$ cat config.mk
export PLATFORM = sky130hd
export DESIGN_NAME = solve_log
export DESIGN_NICKNAME = d
export VERILOG_FILES = /design/src/rtl/solve_log.sv
export SDC_FILE = /design/constraint.sdc
export NUM_CORES = 1
export LEC_CHECK = 0
export BUFFER_PORTS_ARGS = -buffer_cell sky130_fd_sc_hd__buf_4
export CORE_ASPECT_RATIO = 0.6
export CORE_MARGIN = 3
export CORE_UTILIZATION = 35
export CTS_BUF_LIST = sky130_fd_sc_hd__clkbuf_8
export CTS_CLUSTER_SIZE = 28
export DETAILED_ROUTE_END_ITERATION = 10
export GPL_ROUTABILITY_DRIVEN = 0
export PLACE_DENSITY = 0.7
export SKIP_CTS_REPAIR_TIMING = 1
export SYNTH_ARGS = -nofsm -noshare
export SYNTH_HDL_FRONTEND = slang
export SYNTH_SLANG_ARGS = --single-unit
$ cat constraint.sdc
create_clock -name clk -period 1.65 [get_ports clk]
set_input_delay 0 -clock clk [delete_from_list [all_inputs] [get_ports clk]]
set_output_delay 0 -clock clk [all_outputs]
set_load 0.03 [all_outputs]
$ cat src/rtl/solve_log.sv
// solve_log: bounded move log with solve outcome tracking
// and a registered indexed read port for the host.
module solve_log #(
  parameter int MAX_MOVES = 10,
  parameter int MOVE_W    = 4,
  parameter int CNT_W     = 4
) (
  input  logic                        clk,
  input  logic                        rst_n,
  input  logic                        start,
  input  logic                        clear,
  input  logic                        move_valid,
  input  logic [MOVE_W-1:0]           move,
  input  logic                        solved,
  input  logic                        fail,
  input  logic                        rd_en,
  input  logic [CNT_W-1:0]            rd_idx,
  output logic [MOVE_W-1:0]           rd_data,
  output logic                        rd_valid,
  output logic [CNT_W-1:0]            count,
  output logic [1:0]                  status,
  output logic                        busy,
  output logic                        done,
  output logic                        overflow,
  output logic [MOVE_W*MAX_MOVES-1:0] moves_flat
);

  typedef enum logic [1:0] {
    S_IDLE   = 2'd0,
    S_LOG    = 2'd1,
    S_SOLVED = 2'd2,
    S_FAILED = 2'd3
  } state_t;

  localparam logic [CNT_W-1:0] MAX_C = CNT_W'(MAX_MOVES);

  state_t state, state_nx;

  logic [MOVE_W-1:0] mem [MAX_MOVES];
  logic clr, wr, ovf_set;

  always_ff @(posedge clk or negedge rst_n) begin
    if (!rst_n) state <= S_IDLE;
    else        state <= state_nx;
  end

  always_comb begin
    state_nx = state;
    clr      = 1'b0;
    wr       = 1'b0;
    ovf_set  = 1'b0;
    unique case (state)
      S_IDLE: begin
        if (clear) begin
          clr = 1'b1;
        end else if (start) begin
          state_nx = S_LOG;
          clr      = 1'b1;
        end
      end
      S_LOG: begin
        if (clear) begin
          state_nx = S_IDLE;
          clr      = 1'b1;
        end else if (fail) begin
          state_nx = S_FAILED;
        end else if (move_valid && count == MAX_C) begin
          state_nx = S_FAILED;
          ovf_set  = 1'b1;
        end else if (move_valid) begin
          wr = 1'b1;
          if (solved) state_nx = S_SOLVED;
        end else if (solved) begin
          state_nx = S_SOLVED;
        end
      end
      S_SOLVED, S_FAILED: begin
        if (clear) begin
          state_nx = S_IDLE;
          clr      = 1'b1;
        end else if (start) begin
          state_nx = S_LOG;
          clr      = 1'b1;
        end
      end
    endcase
  end

  always_ff @(posedge clk or negedge rst_n) begin
    if (!rst_n) begin
      count    <= '0;
      overflow <= 1'b0;
      for (int i = 0; i < MAX_MOVES; i++) mem[i] <= '0;
    end else if (clr) begin
      count    <= '0;
      overflow <= 1'b0;
      for (int i = 0; i < MAX_MOVES; i++) mem[i] <= '0;
    end else begin
      if (wr) begin
        mem[count] <= move;
        count      <= count + 1'b1;
      end
      if (ovf_set) overflow <= 1'b1;
    end
  end

  // Read samples pre-edge contents, so a same-cycle write is not seen
  always_ff @(posedge clk or negedge rst_n) begin
    if (!rst_n) begin
      rd_valid <= 1'b0;
      rd_data  <= '0;
    end else begin
      rd_valid <= rd_en;
      if (rd_en) begin
        if (rd_idx < count) rd_data <= mem[rd_idx];
        else                rd_data <= '1;
      end
    end
  end

  always_comb begin
    moves_flat = '0;
    for (int i = 0; i < MAX_MOVES; i++) begin
      if (CNT_W'(i) < count)
        moves_flat[i*MOVE_W +: MOVE_W] = mem[i];
    end
  end

  assign status = state;
  assign busy   = (state == S_LOG);
  assign done   = (state == S_SOLVED) || (state == S_FAILED);

endmodule

==> flow_metrics.tcl <==
set metrics [dict create \
    fin_nets 418 \
    p_per_area_nw_per_um2 578 \
    swShare_pct 27.2 \
    synthMuxAreaShare_pct 9.01 \
    hold_viol_final 3 \
    syn_to_final_growth_pct 34.3 \
    path_max_fanout 6 \
    seq_area_um2 1310 \
    violations "negative hold slack" \
    antenna_found_initial 0 \
    drive_gt1_share_pct 37.6 \
    outcome "finished, violations left" \
    peakVddDrop_v 0.000290 \
    portBuffers 69 \
    drc 0 \
    synth_fa_ha_area_share_pct 3.34 \
    crit_slowest_cell "dfrtp_2" \
    grt_overflow 0 \
    slew_violations 0 \
    antenna_violating_nets_post_route 0 \
    io_pins 70 \
    holdWs_ns -0.0116 \
    netlist.area_leader.share_pct 43.4 \
    diodes 0 \
    critPathArrivalTime_ns 1.62 \
    synth_top_family_by_area "simple AND/OR/NAND/NOR gates" \
    synth_cell_types 43 \
    yosys_warnings 0 \
    crit_required_ns 1.65 \
    rsz0062_at_grt "yes" \
    die_w_um 126 \
    finalCritPeriodShare_pct 98.3 \
    cp_common_cell "buf_6" \
    switching_power_uw 633 \
    synth-simple-area-share_pct 26.7 \
    async_reset_ff_share_pct 100 \
    cts_buffers 5 \
    setup-tns-final_ns 0 \
    grt_pass1_wl_um 14100 \
    yosysSeqAreaShare_pct 43.4 \
    synth_top_cell_by_area "dfrtp_1" \
    max_freq_mhz 617 \
    utilization_pct 49.7 \
    criticalPathCategory "reg2out" \
    end_kind "output pin" \
    synth-compound-area-share_pct 12.2 \
    cts_sinks 52 \
    internal_power_uw 1690 \
    first_iter_violations 237 \
    die_area_um2 9750 \
    first_pass_iters 4 \
    synthTopCellsByArea "dfrtp_1 43%, nand3_1 6.3%, o21ai_0 5.8%" \
    setup_viol 0 \
    detail_route.wl_per_cell_um 17.9 \
    min_period_ns 1.62 \
    hpwl_um 6760 \
    vias 2639 \
    fill_cells 758 \
    path_cells "inv_4 > ha_4 > buf_6 > o21a_4 > nor2b_2 > buf_6" \
    finalPower_uw 2330 \
    power_frac_clock_pct 29.9 \
    dpl_cell_area_um2 3700 \
    synth-edff-count 0 \
    synthXorXnorAreaFrac_pct 0.876 \
    clk_pin_slew_ns 0.09 \
    worst_clock_skew_ns 0.00622 \
    worst_pin_slew_ns 0.671 \
    grt_max_degree 53 \
    worst_slew_margin_rel_pct 55.2 \
    syn-cell-area_um2 3000 \
    chipHeight_um 77.7 \
    seqPwrFrac_pct 56.1 \
    clock_latency_ns 0.30 \
    p_leak_uw 0.00179 \
    max_stage_delay_ns 0.45 \
    synth_ff_type "dfrtp_1" \
    avgViaCountPerCell 5.26 \
    start_util_pct 37.0 \
    clockBufferDepth 2 \
    post-route-cell-area_um2 4030 \
    wirelength_um 8980 \
    synth.avg_cell_area_um2 10.1 \
    grt_usage_pct 18.4 \
    core_um2 8100 \
    pwr-share-comb_pct 14.0 \
    syn_nets 322 \
    fp-row-count 25 \
    cts_tree "built" \
    synth_cells 298 \
    synth-seq-cells 52 \
    h-tree-depth 2 \
    start_kind "flop" \
    multiInputGateArea_um2 1660 \
    clockRootBuffer "clkbuf_8" \
    grt_pass1_vias 2527 \
    drv_cap 0 \
    holdCritPathClass "in2reg" \
]
## layout make-up
type | count | share of cell area [%]
clock inverter | 2 | 0.217
clock buffer | 5 | 1.71
inverter | 12 | 1.24
sequential | 52 | 32.4
tap | 108 | 3.36
multi-input combinational | 223 | 41.2
timing repair buffer | 100 | 19.8
## Yosys cell counts, types with 2 or more instances
| library cell | count |
|---|---|
| mux2i_1 | 12 |
| mux2_2 | 4 |
| o21ai_0 | 35 |
| xnor2_1 | 3 |
| nor3_1 | 3 |
| nand2_1 | 6 |
| mux4_1 | 4 |
| a221oi_1 | 5 |
| inv_1 | 12 |
| clkbuf_1 | 2 |
| nor2_1 | 14 |
| and2_1 | 18 |
| ha_1 | 8 |
| nand3_4 | 6 |
| buf_4 | 2 |
| o21ai_1 | 6 |
| nand2_2 | 4 |
| a21o_1 | 2 |
| nand3_1 | 38 |
| a211oi_1 | 2 |
| nor2b_1 | 27 |
| a31oi_1 | 4 |
| nand2b_1 | 2 |
| nand4b_1 | 2 |
| dfrtp_1 | 52 |
| a21oi_1 | 6 |
| buf_2 | 3 |
## per-layer routing
layer / up-vias / wire length (um) / global-route usage (%)
li1: 1254 / - / -
met1: 1281 / 4150 / 27.3
met2: 97 / 3900 / 27.0
met3: 7 / 878 / 5.16
met4: 0 / 48 / 3.03
met5: - / 0 / 0
## layout by cell type (no fill, tap or decap), drive strengths merged, types with 2 or more instances in the layout
| master | synthesis | layout |
|---|---|---|
| a21o | 2 | 2 |
| xnor2 | 3 | 3 |
| and2 | 18 | 18 |
| nor2 | 15 | 15 |
| a21oi | 7 | 7 |
| a221oi | 5 | 5 |
| nand2 | 10 | 10 |
| inv | 12 | 13 |
| clkbuf | 3 | 5 |
| nor2b | 27 | 27 |
| dlygate4sd3 | 0 | 5 |
| a31oi | 4 | 4 |
| mux4 | 4 | 4 |
| a211oi | 2 | 2 |
| buf | 8 | 95 |
| nand2b | 3 | 3 |
| mux2i | 12 | 12 |
| nand4b | 2 | 2 |
| ha | 8 | 8 |
| nor3 | 3 | 3 |
| nand3 | 45 | 45 |
| mux2 | 4 | 4 |
| dfrtp | 52 | 52 |
| o21ai | 41 | 41 |
## cell families (layout without fill, tap and decap cells)
family / count (synthesis) / after routing
and+or+nand+nor: 128 / 128
AOI/OAI and AO/OA: 64 / 64
DFF: 52 / 52
buffers and inverters: 23 / 119
muxes: 20 / 20
adders and majority gates: 8 / 8
xor gates and xnor gates: 3 / 3
## final timing paths
path / startpoint / to / slack (ns) / depth (start not counted)
setup reg to reg: count[2] / status[1] / 0.05 / 5
hold reg to reg: overflow / overflow / 0.52 / 2
hold / removal: move[2] / mem[38] / -0.01 / 3
min in group asynchronous: rst_n / rd_data[0] / 0.27 / 2
setup / recovery: count[1] / moves_flat[16] / 0.03 / 6
max in group asynchronous: rst_n / count[0] / 0.89 / 2
## sequential cells by signal, indices dropped and copies added (netlist names)
signal,flops
count,4
mem,40
overflow,1
rd_data,4
rd_valid,1
status,2
## power by group through the flow
stage / clock (uW) / combinational, uW / sequential (uW)
2_1_floorplan: 0 / 138 / 1360
3_3_place_gp: 0 / 305 / 1330
5_1_grt: 762 / 355 / 1310
3_5_place_dp: 0 / 310 / 1330
6_report: 695 / 325 / 1310
4_1_cts: 700 / 310 / 1310
## metrics by stage
| stage | std cells | hold slack (ns) | setup WS, ns |
|---|---|---|---|
| floorplan | 298 | -0.296 | 0.00867 |
| global placement | 480 | 0.0740 | 0.121 |
| detailed placement | 480 | 0.0785 | 0.0667 |
| CTS | 487 | -0.246 | -0.131 |
| global route | 502 | -0.00599 | -0.0485 |
| finish | 502 | -0.0116 | 0.0285 |
## critical path: cells and delay by family, from the launching register on
kind / cells / cell delay [ns]
DFF: 1 / 0.45
AOI/OAI and AO/OA: 1 / 0.24
adders and majority gates: 1 / 0.16
and+or+nand+nor: 1 / 0.14
buffers and inverters: 3 / 0.33
Power figures use the tool's default switching activity.
